[config.mk]
export PLATFORM = sky130hd
export DESIGN_NAME = cr_wdt_top
export DESIGN_NICKNAME = d
export VERILOG_FILES = /design/src/rtl/cr_wdt_pkg.sv /design/src/rtl/cr_wdt_cnt.sv /design/src/rtl/cr_wdt_top.sv
export SDC_FILE = /design/constraint.sdc
export NUM_CORES = 1
export LEC_CHECK = 0
export BUFFER_PORTS_ARGS = -buffer_cell sky130_fd_sc_hd__buf_2
export CELL_PAD_IN_SITES_DETAIL_PLACEMENT = 1
export CELL_PAD_IN_SITES_GLOBAL_PLACEMENT = 2
export CORE_UTILIZATION = 33
export DETAILED_ROUTE_END_ITERATION = 16
export PLACE_DENSITY_LB_ADDON = 0.1
export SYNTH_ARGS = -nofsm -noshare
export SYNTH_HDL_FRONTEND = slang
export SYNTH_SLANG_ARGS = --single-unit
[constraint.sdc]
create_clock -name forever_cpuclk -period 3.6 [get_ports forever_cpuclk]
set_clock_uncertainty 0.2 [all_clocks]
set_input_delay 0.36 -clock forever_cpuclk [delete_from_list [all_inputs] [get_ports forever_cpuclk]]
set_output_delay 0.36 -clock forever_cpuclk [all_outputs]
set_load 0.02 [all_outputs]
[src/rtl/cr_wdt_pkg.sv]
// Shared definitions for the cr_wdt watchdog: register offsets, keys, CTRL bits, FSM states.
package cr_wdt_pkg;

   // Word index of each register, i.e. address bits [4:2]
   localparam logic [2:0] REG_CTRL = 3'd0;
   localparam logic [2:0] REG_LOAD = 3'd1;
   localparam logic [2:0] REG_VAL  = 3'd2;
   localparam logic [2:0] REG_KICK = 3'd3;
   localparam logic [2:0] REG_STAT = 3'd4;
   localparam logic [2:0] REG_LOCK = 3'd5;

   localparam logic [31:0] WDT_KICK_KEY   = 32'h5A5A_A5A5;
   localparam logic [31:0] WDT_UNLOCK_KEY = 32'h1ACC_E551;

   localparam int CTRL_EN      = 0;
   localparam int CTRL_INTEN   = 1;
   localparam int CTRL_RSTEN   = 2;
   localparam int CTRL_DBGSTOP = 3;

   typedef enum logic [1:0] {
      ST_IDLE,
      ST_STAGE1,
      ST_STAGE2,
      ST_RSTREQ
   } wdt_state_e;

   // One decoded bus access as seen in the sel cycle
   typedef struct packed {
      logic        wr;
      logic        rd;
      logic [2:0]  idx;
      logic [31:0] wdata;
   } wdt_req_t;

endpackage

[src/rtl/cr_wdt_cnt.sv]
// Watchdog core: tick gating, down-counter, two-stage expiry FSM, INTPEND and the sticky reset request.
module cr_wdt_cnt
   import cr_wdt_pkg::*;
#(
   parameter int CNT_W = 32
) (
   input  logic             clk,
   input  logic             rst,
   input  logic [3:0]       ctrl,
   input  logic             core_dbgon,
   input  logic [CNT_W-1:0] load,
   input  logic             en_on,
   input  logic             en_off,
   input  logic             kick,
   input  logic             intpend_clr,
   output logic [CNT_W-1:0] val,
   output logic             intpend,
   output logic             rst_req
);

   wdt_state_e       state_q, state_d;
   logic [CNT_W-1:0] val_q, val_d;
   logic             intpend_q, intpend_d;
   logic             rst_req_q, rst_req_d;
   logic             tick;

   always_comb begin
      tick      = ctrl[CTRL_EN] & ~(ctrl[CTRL_DBGSTOP] & core_dbgon);
      state_d   = state_q;
      val_d     = val_q;
      // An expiry below overrides the clear, so a same-cycle set wins
      intpend_d = intpend_q & ~intpend_clr;
      rst_req_d = rst_req_q;
      case (state_q)
         ST_IDLE: begin
            if (en_on) begin
               val_d   = load;
               state_d = ST_STAGE1;
            end
         end
         ST_STAGE1, ST_STAGE2: begin
            if (en_off) begin
               state_d = ST_IDLE;
            end else if (kick) begin
               val_d   = load;
               state_d = ST_STAGE1;
            end else if (tick) begin
               if (val_q != '0) begin
                  val_d = val_q - 1'b1;
               end else if (state_q == ST_STAGE2 && ctrl[CTRL_RSTEN]) begin
                  rst_req_d = 1'b1;
                  state_d   = ST_RSTREQ;
               end else begin
                  intpend_d = 1'b1;
                  val_d     = load;
                  state_d   = ST_STAGE2;
               end
            end
         end
         default: ; // RSTREQ is left only through reset
      endcase
   end

   always_ff @(posedge clk) begin
      if (rst) begin
         state_q   <= ST_IDLE;
         val_q     <= '0;
         intpend_q <= 1'b0;
         rst_req_q <= 1'b0;
      end else begin
         state_q   <= state_d;
         val_q     <= val_d;
         intpend_q <= intpend_d;
         rst_req_q <= rst_req_d;
      end
   end

   assign val     = val_q;
   assign intpend = intpend_q;
   assign rst_req = rst_req_q;

endmodule

[src/rtl/cr_wdt_top.sv]
// TCIP watchdog slave: register decode, one-cycle cmplt/rdata response and optional lock.
// Define CR_WDT_LOCK_EN to add the LOCK register that write-protects CTRL and LOAD.
module cr_wdt_top
   import cr_wdt_pkg::*;
#(
   parameter int          CNT_W    = 32,
   parameter logic [31:0] KICK_KEY = WDT_KICK_KEY
) (
   input  logic        forever_cpuclk,
   input  logic        cpurst,
   input  logic        tcipif_wdt_sel,
   input  logic [15:0] tcipif_wdt_addr,
   input  logic        tcipif_wdt_write,
   input  logic [31:0] tcipif_wdt_wdata,
   input  logic        core_dbgon,
   output logic        wdt_tcipif_cmplt,
   output logic [31:0] wdt_tcipif_rdata,
   output logic        wdt_pad_int_vld,
   output logic        wdt_pad_rst_req
);

   wdt_req_t         req;
   logic [3:0]       ctrl_q, ctrl_d;
   logic [CNT_W-1:0] load_q, load_d;
   logic             cmplt_q, cmplt_d;
   logic [31:0]      rdata_q, rdata_d;
   logic             int_vld_q, int_vld_d;
   logic             locked;
   logic             cfg_wr, ctrl_we, load_we, kick, intpend_clr;
   logic [CNT_W-1:0] val;
   logic             intpend, rst_req;
   logic             unused_addr;

   assign unused_addr = ^{tcipif_wdt_addr[15:5], tcipif_wdt_addr[1:0]};

   always_comb begin
      req.wr    = tcipif_wdt_sel & tcipif_wdt_write;
      req.rd    = tcipif_wdt_sel & ~tcipif_wdt_write;
      req.idx   = tcipif_wdt_addr[4:2];
      req.wdata = tcipif_wdt_wdata;
   end

`ifdef CR_WDT_LOCK_EN
   logic lock_q, lock_d;

   always_comb begin
      lock_d = lock_q;
      if (req.wr && req.idx == REG_LOCK) lock_d = (req.wdata != WDT_UNLOCK_KEY);
   end

   always_ff @(posedge forever_cpuclk) begin
      if (cpurst) lock_q <= 1'b0;
      else        lock_q <= lock_d;
   end

   assign locked = lock_q;
`else
   assign locked = 1'b0;
`endif

   always_comb begin
      cfg_wr      = req.wr & ~locked;
      ctrl_we     = cfg_wr & (req.idx == REG_CTRL);
      load_we     = cfg_wr & (req.idx == REG_LOAD);
      kick        = req.wr & (req.idx == REG_KICK) & (req.wdata == KICK_KEY);
      intpend_clr = req.wr & (req.idx == REG_STAT) & req.wdata[0];
      ctrl_d      = ctrl_we ? req.wdata[3:0] : ctrl_q;
      load_d      = load_we ? req.wdata[CNT_W-1:0] : load_q;
      cmplt_d     = tcipif_wdt_sel;
      int_vld_d   = intpend & ctrl_q[CTRL_INTEN];
      // Read data reflects the registers before any write in the same cycle
      rdata_d     = '0;
      if (req.rd) begin
         case (req.idx)
            REG_CTRL: rdata_d[3:0]       = ctrl_q;
            REG_LOAD: rdata_d[CNT_W-1:0] = load_q;
            REG_VAL:  rdata_d[CNT_W-1:0] = val;
            REG_STAT: rdata_d[1:0]       = {rst_req, intpend};
            REG_LOCK: rdata_d[0]         = locked;
            default:  rdata_d            = '0;
         endcase
      end
   end

   always_ff @(posedge forever_cpuclk) begin
      if (cpurst) begin
         ctrl_q    <= '0;
         load_q    <= '0;
         cmplt_q   <= 1'b0;
         rdata_q   <= '0;
         int_vld_q <= 1'b0;
      end else begin
         ctrl_q    <= ctrl_d;
         load_q    <= load_d;
         cmplt_q   <= cmplt_d;
         rdata_q   <= rdata_d;
         int_vld_q <= int_vld_d;
      end
   end

   cr_wdt_cnt #(.CNT_W(CNT_W)) u_cnt (
      .clk         (forever_cpuclk),
      .rst         (cpurst),
      .ctrl        (ctrl_q),
      .core_dbgon  (core_dbgon),
      .load        (load_q),
      .en_on       (ctrl_we & req.wdata[CTRL_EN]),
      .en_off      (ctrl_we & ~req.wdata[CTRL_EN]),
      .kick        (kick),
      .intpend_clr (intpend_clr),
      .val         (val),
      .intpend     (intpend),
      .rst_req     (rst_req)
   );

   assign wdt_tcipif_cmplt = cmplt_q;
   assign wdt_tcipif_rdata = rdata_q;
   assign wdt_pad_int_vld  = int_vld_q;
   assign wdt_pad_rst_req  = rst_req;

endmodule

==> results.toml, run 1 <==
[place]
io_buffer_count = 74
place_congestion = 0.825
dp_slack_ns = 0.289
dp_hpwl_um = 12900
dp.cells = 905

[cts]
post_cts_buffers = 0
clkTransAtPathRegs_ns = 0.07
post_cts_hold_buffer_count = 0
cts_tree = "done"
htreeDepth = 3
clk_latency_ns = 0.37
cts_resized = 0
cts_sinks = 106
cts.path.max_buffers = 2
numCtsBuffers = 9
root_buffer = "clkbuf_16"

[logic_synthesis]
async_flop_share_pct = 0
synthesis.area_mm2 = 0.00519
synthCells = 630
yosysWarnings = 0
ys_types = 69
avgSynthCellArea_um2 = 8.24
synth-edff-count = 0
synth_top_flop_cell = "dfxtp_1"
syn_nets = 688
seq_area_frac_synth_pct = 40.9
synth_seq_cells = 106

[sta]
tightest_slew_ns = 0.836
hold_viol = 0
rsz0062_at_grt = "no"
fmax_mhz = 327
worst_slack_ns = 0.539
fin_crit_ns = 3.06
period_share_pct = 85.0
max-slew-margin-rel_pct = 43.8
setup-tns-final_ns = 0
drv_slew = 0
setup_viol = 0

[worst_setup_path]
slowest_delay_ns = 0.68
cp-start-kind = "register"
critPathBufInv = 1
path_max_fanout = 8
path_delay_family = "simple AND/OR/NAND/NOR gates"
cp-end-kind = "register"
critPathKind = "register to register"
worstPathCellList = "or4_1 > nor4_1 > buf_4 > and4_1 > nor2_2 > mux2_1 > o311a_1"
cp_data_arrival_time_ns = 3.12
ff2ff_setup_slack_ns = 0.54
critical_path_required_ns = 3.66
slowest_stage = "or4_1"

[drt]
routed_wl_um = 18300
dr_wl_met2_um = 8430
top_layer = "met4"
wl_per_cell_um = 19.8
wl_met1_um = 8650
avgViaCountPerCell = 5.58
drt_iter0_drc = 432
ant_nets = 0
drc_errors = 0
vias = 5140
firstDrtPassIters = 4
dr_wl_met3_um = 871

[die]
fp.dieH_um = 127
rows = 45
io_pins = 88
dieArea_mm2 = 0.0162
floorplan.initialDensity_pct = 34.0
fp.coreArea_mm2 = 0.0153
die_x_um = 127

[min_path]
min_path_type = "primary input to register"

[power_and_ir_drop]
max-vdd-ir-drop_uv = 212
power_density_mw_per_mm2 = 380
leakagePower_nw = 2.20

[cells_and_area]
n_antenna_cell = 0
fillCellCount = 1847
areaGrowthSynthToFinish_pct = 19.4
final_nets = 763
final_cells = 921
drive_above_1_share_pct = 21.0

[outcome]
status = "complete, no violations"

[global_route]
gr-usage-all-layers_pct = 23.3
antenna_found_initial = 0
grt-ovfl-total = 0
grt_pass1_vias = 5157
grt_pass1_wl_um = 29000
grt_max_degree = 38

[flow_run]
cap_viol_max_count = 0
## synthesized netlist by cell type (11+ instances only)
library cell / n / area, um2
a21oi_1: 55 / 275
nor3_1: 22 / 110
inv_1: 17 / 63.8
clkbuf_1: 32 / 120
dfxtp_1: 106 / 2120
nor2_1: 59 / 221
a22oi_1: 32 / 240
mux2i_1: 11 / 110
nand2_1: 91 / 342
nor4_1: 15 / 93.8
a211oi_1: 21 / 158
## placed cells by master, fill, tap and decap left out, types with 3 or more instances in the layout
master / instances
inv_1: 17
and2_1: 3
clkinvlp_4: 3
or4_1: 5
nand3_1: 10
ha_1: 5
a22oi_1: 32
buf_4: 37
clkbuf_16: 9
a211oi_1: 21
a31oi_1: 3
o22ai_1: 4
a32oi_1: 7
nor4bb_1: 3
a21oi_1: 55
a2bb2oi_1: 5
or3_1: 5
o21ai_0: 7
nor4_1: 14
o221ai_1: 5
nand2_1: 91
nor2b_1: 5
dfxtp_1: 106
nor3_1: 22
mux2i_1: 11
o31ai_1: 10
nor2_1: 59
nand4_1: 10
buf_2: 74
or2_2: 3
o21ai_1: 3
clkinv_2: 3
nand2b_1: 4
o32ai_1: 7
## worst reg2reg max path, cell delays in order (launching register included)
cell and delay, ns:
dfxtp_1 0.38, or4_1 0.68, nor4_1 0.31, buf_4 0.18, and4_1 0.44, nor2_2 0.16
mux2_1 0.33, o311a_1 0.28
## registers in the layout, summed over array words and instances (netlist names)
signal and count:
wdt_tcipif_cmplt 1, wdt_pad_int_vld 1, u_cnt.state_q 2, u_cnt.intpend 1, ctrl_q 4, wdt_tcipif_rdata 32
load_q 32, u_cnt.val 32, u_cnt.rst_req 1
## logic make-up (layout without fill, tap and decap cells)
| logic type | after synthesis | in the layout | share of synthesized area (%) |
|---|---|---|---|
| adder cells (fa/ha/maj) | 5 | 5 | 1.21 |
| buffers and inverters | 66 | 146 | 5.71 |
| multiplexers | 12 | 12 | 2.34 |
| flip-flops | 106 | 106 | 40.9 |
| AND/OR/NAND/NOR | 254 | 254 | 23.8 |
| AO/OA/AOI/OAI | 187 | 187 | 26.1 |
## power by group
part	leakage (nW)	total, mW	internal, mW	switching, mW
registers	0.855	1.19	1.18	0.0100
logic	1.21	0.224	0.0773	0.146
clock network	0.127	0.942	0.467	0.475
## through the flow
stage               hold slack, ns  util, %  power [mW]  area [um2]
detailed placement           0.271     38.8        1.44        5930
finish                      0.0368     40.6        2.36        6200
CTS                         0.0315     40.6        2.38        6200
global route                0.0426     40.6        2.45        6200
global placement             0.263     38.8        1.44        5930
floorplan                    0.243        -        1.34        5190
## final timing paths
check	start	endpoint	cells past startpoint
min	tcipif_wdt_wdata[29]	load_q[29]	3
min reg2reg	ctrl_q[1]	ctrl_q[1]	2
max	u_cnt.val[14]	u_cnt.val[30]	7
max reg2reg	u_cnt.val[14]	u_cnt.val[30]	7
## routing by layer
metal,vias to the layer above,GRT usage [%]
met5,-,0
met2,127,38.1
met4,0,8.89
li1,2492,-
met1,2504,31.5
met3,17,2.68
## final cells by class
| class | count | area (um2) | area share (%) |
|---|---|---|---|
| Clock buffer | 9 | 225 | 3.63 |
| Timing Repair Buffer | 113 | 688 | 11.1 |
| Tap cell | 211 | 264 | 4.26 |
| Multi-Input combinational cell | 458 | 2790 | 45.0 |
| Clock inverter | 7 | 46.3 | 0.747 |
| Sequential cell | 106 | 2120 | 34.2 |
| Inverter | 17 | 63.8 | 1.03 |
(Power assumes the default switching activity.)
==> run 2: changes to the inputs <==
--- a/config.mk
+++ b/config.mk
@@ -10,7 +10,7 @@
 export CELL_PAD_IN_SITES_GLOBAL_PLACEMENT = 2
 export CORE_UTILIZATION = 33
 export DETAILED_ROUTE_END_ITERATION = 16
-export PLACE_DENSITY_LB_ADDON = 0.1
+export PLACE_DENSITY_LB_ADDON = 0.05
 export SYNTH_ARGS = -nofsm -noshare
 export SYNTH_HDL_FRONTEND = slang
 export SYNTH_SLANG_ARGS = --single-unit
==> results.toml, run 2 (same netlist as run 1, synthesis figures left out) <==
[cts]
post_cts_hold_buffer_count = 0
post_cts_buffers = 0
cts_resized = 0
cts_sinks = 106
clkTransAtPathRegs_ns = 0.08
cts.path.max_buffers = 2
numCtsBuffers = 9
htreeDepth = 3
root_buffer = "clkbuf_16"
cts_tree = "done"
clk_latency_ns = 0.36

[worst_setup_path]
cp-start-kind = "register"
r2r-end = "u_cnt.val[24]"
critPathKind = "register to register"
ff2ff_setup_slack_ns = 0.36
cp-end-kind = "register"
path_max_fanout = 19
r2r-start = "u_cnt.val[1]"
r2r_cells = 10
critical_path_required_ns = 3.69
cp_data_arrival_time_ns = 3.33

[sta]
tightest_slew_ns = 0.798
setup-tns-final_ns = 0
setup_viol = 0
period_share_pct = 90.0
rsz0062_at_grt = "no"
holdWs_ns = 0.0383
drv_slew = 0
fin_crit_ns = 3.24
hold_viol = 0
max-slew-margin-rel_pct = 46.4
fmax_mhz = 309

[die]
rows = 45
dieArea_mm2 = 0.0162
io_pins = 88
fp.coreArea_mm2 = 0.0153
floorplan.initialDensity_pct = 34.0
die_x_um = 127
fp.dieH_um = 127

[outcome]
status = "complete, no violations"

[drt]
ant_nets = 0
firstDrtPassIters = 4
routed_wl_um = 18500
avgViaCountPerCell = 5.59
drt_iter0_drc = 329
vias = 5133
drc_errors = 0
wl_per_cell_um = 20.1

[power_and_ir_drop]
power_density_mw_per_mm2 = 397
pwr-share-comb_pct = 9.1
seq_power_share_pct = 48.2
leakagePower_nw = 2.21
power.internal_mw = 1.82
switching_power_mw = 0.646
pwr-share-clk_pct = 42.7
max-vdd-ir-drop_uv = 209
swShare_pct = 26.2

[global_route]
grt_max_degree = 38
grt_pass1_vias = 5280
grt_pass1_wl_um = 29200
antenna_found_initial = 0
grt-ovfl-total = 0
gr-usage-all-layers_pct = 23.5

[place]
io_buffer_count = 74
dp_hpwl_um = 13300
place_congestion = 0.821

[flow_run]
cap_viol_max_count = 0

[cells_and_area]
post-route-util_pct = 40.8
final_nets = 761
drive_above_1_share_pct = 20.8
layout_common_cells = "dfxtp_1, nand2_1, buf_2"
mostFrequentLayoutCell = "dfxtp_1"
n_antenna_cell = 0
areaGrowthSynthToFinish_pct = 19.9

[min_path]
min_path_type = "primary input to register"
hold_depth = 3
min-delay-start = "tcipif_wdt_wdata[4]"
min_to = "load_q[4]"
-- run 2: changes by cell type in the layout (fill, tap and decap cells not counted), sizes merged --
cell      previous run  this run
buf                113       111
clkinvlp             3         1
inv                 17        19
bufinv               0         1
clkbuf               9        10
clkinv               4         2
-- run 2: layer usage --
| layer | GRT usage (%) | vias to the layer above | share of wire, % |
|---|---|---|---|
| met5 | 0 | - | 0 |
| met4 | 7.28 | 0 | 1.8 |
| met3 | 4.23 | 20 | 2.9 |
| met2 | 37.6 | 87 | 46 |
| met1 | 32.2 | 2546 | 50 |
| li1 | - | 2480 | - |
-- run 2: power by group through the flow --
| stage | Sequential (mW) | Combinational (mW) | Clock [mW] |
|---|---|---|---|
| floorplan | 1.22 | 0.122 | 0 |
| global placement | 1.22 | 0.220 | 0 |
| detailed placement | 1.22 | 0.224 | 0 |
| CTS | 1.19 | 0.225 | 1.09 |
| global route | 1.19 | 0.244 | 1.13 |
| finish | 1.19 | 0.225 | 1.06 |
-- run 2: worst max path at each step --
stage                    startpoint            end  slack [ns]  cells past startpoint
6_report               u_cnt.val[1]  u_cnt.val[24]        0.36                     10
5_1_grt                u_cnt.val[0]  u_cnt.val[18]        0.17                     10
4_1_cts                u_cnt.val[1]  u_cnt.val[13]        0.36                     10
3_5_place_dp    tcipif_wdt_wdata[3]  u_cnt.val[20]        0.20                      9
3_3_place_gp    tcipif_wdt_wdata[3]  u_cnt.val[15]        0.25                     10
2_1_floorplan  tcipif_wdt_wdata[31]   u_cnt.val[2]        0.67                      8
-- run 2: layout make-up --
type	instances	area [um2]
repair buffers	111	673
clock inverters	6	72.6
fillers	1835	9030
clock buffers	10	239
flip-flops and latches	106	2120
multi-input cells	458	2790
well taps	211	264
inverters	17	63.8
-- run 2: critical path, stage by stage (launching register included) --
cell	delay (ns)
dfxtp_1	0.39
inv_1	0.11
ha_1	0.13
or4b_2	0.61
nor3_1	0.28
nand4_1	0.22
a31oi_4	0.40
buf_4	0.33
o21ai_0	0.14
buf_4	0.20
a2bb2oi_1	0.14
-- run 2: stage by stage --
step                      cell area [um2]  worst slack (ns)  std cells  power [mW]
after CTS                            6220             0.361        919        2.50
after detailed placement             5910             0.202        903        1.44
after global routing                 6220             0.169        919        2.56
after floorplan                      5190             0.668        630        1.34
after global placement               5910             0.248        903        1.44
final                                6220             0.361        919        2.47
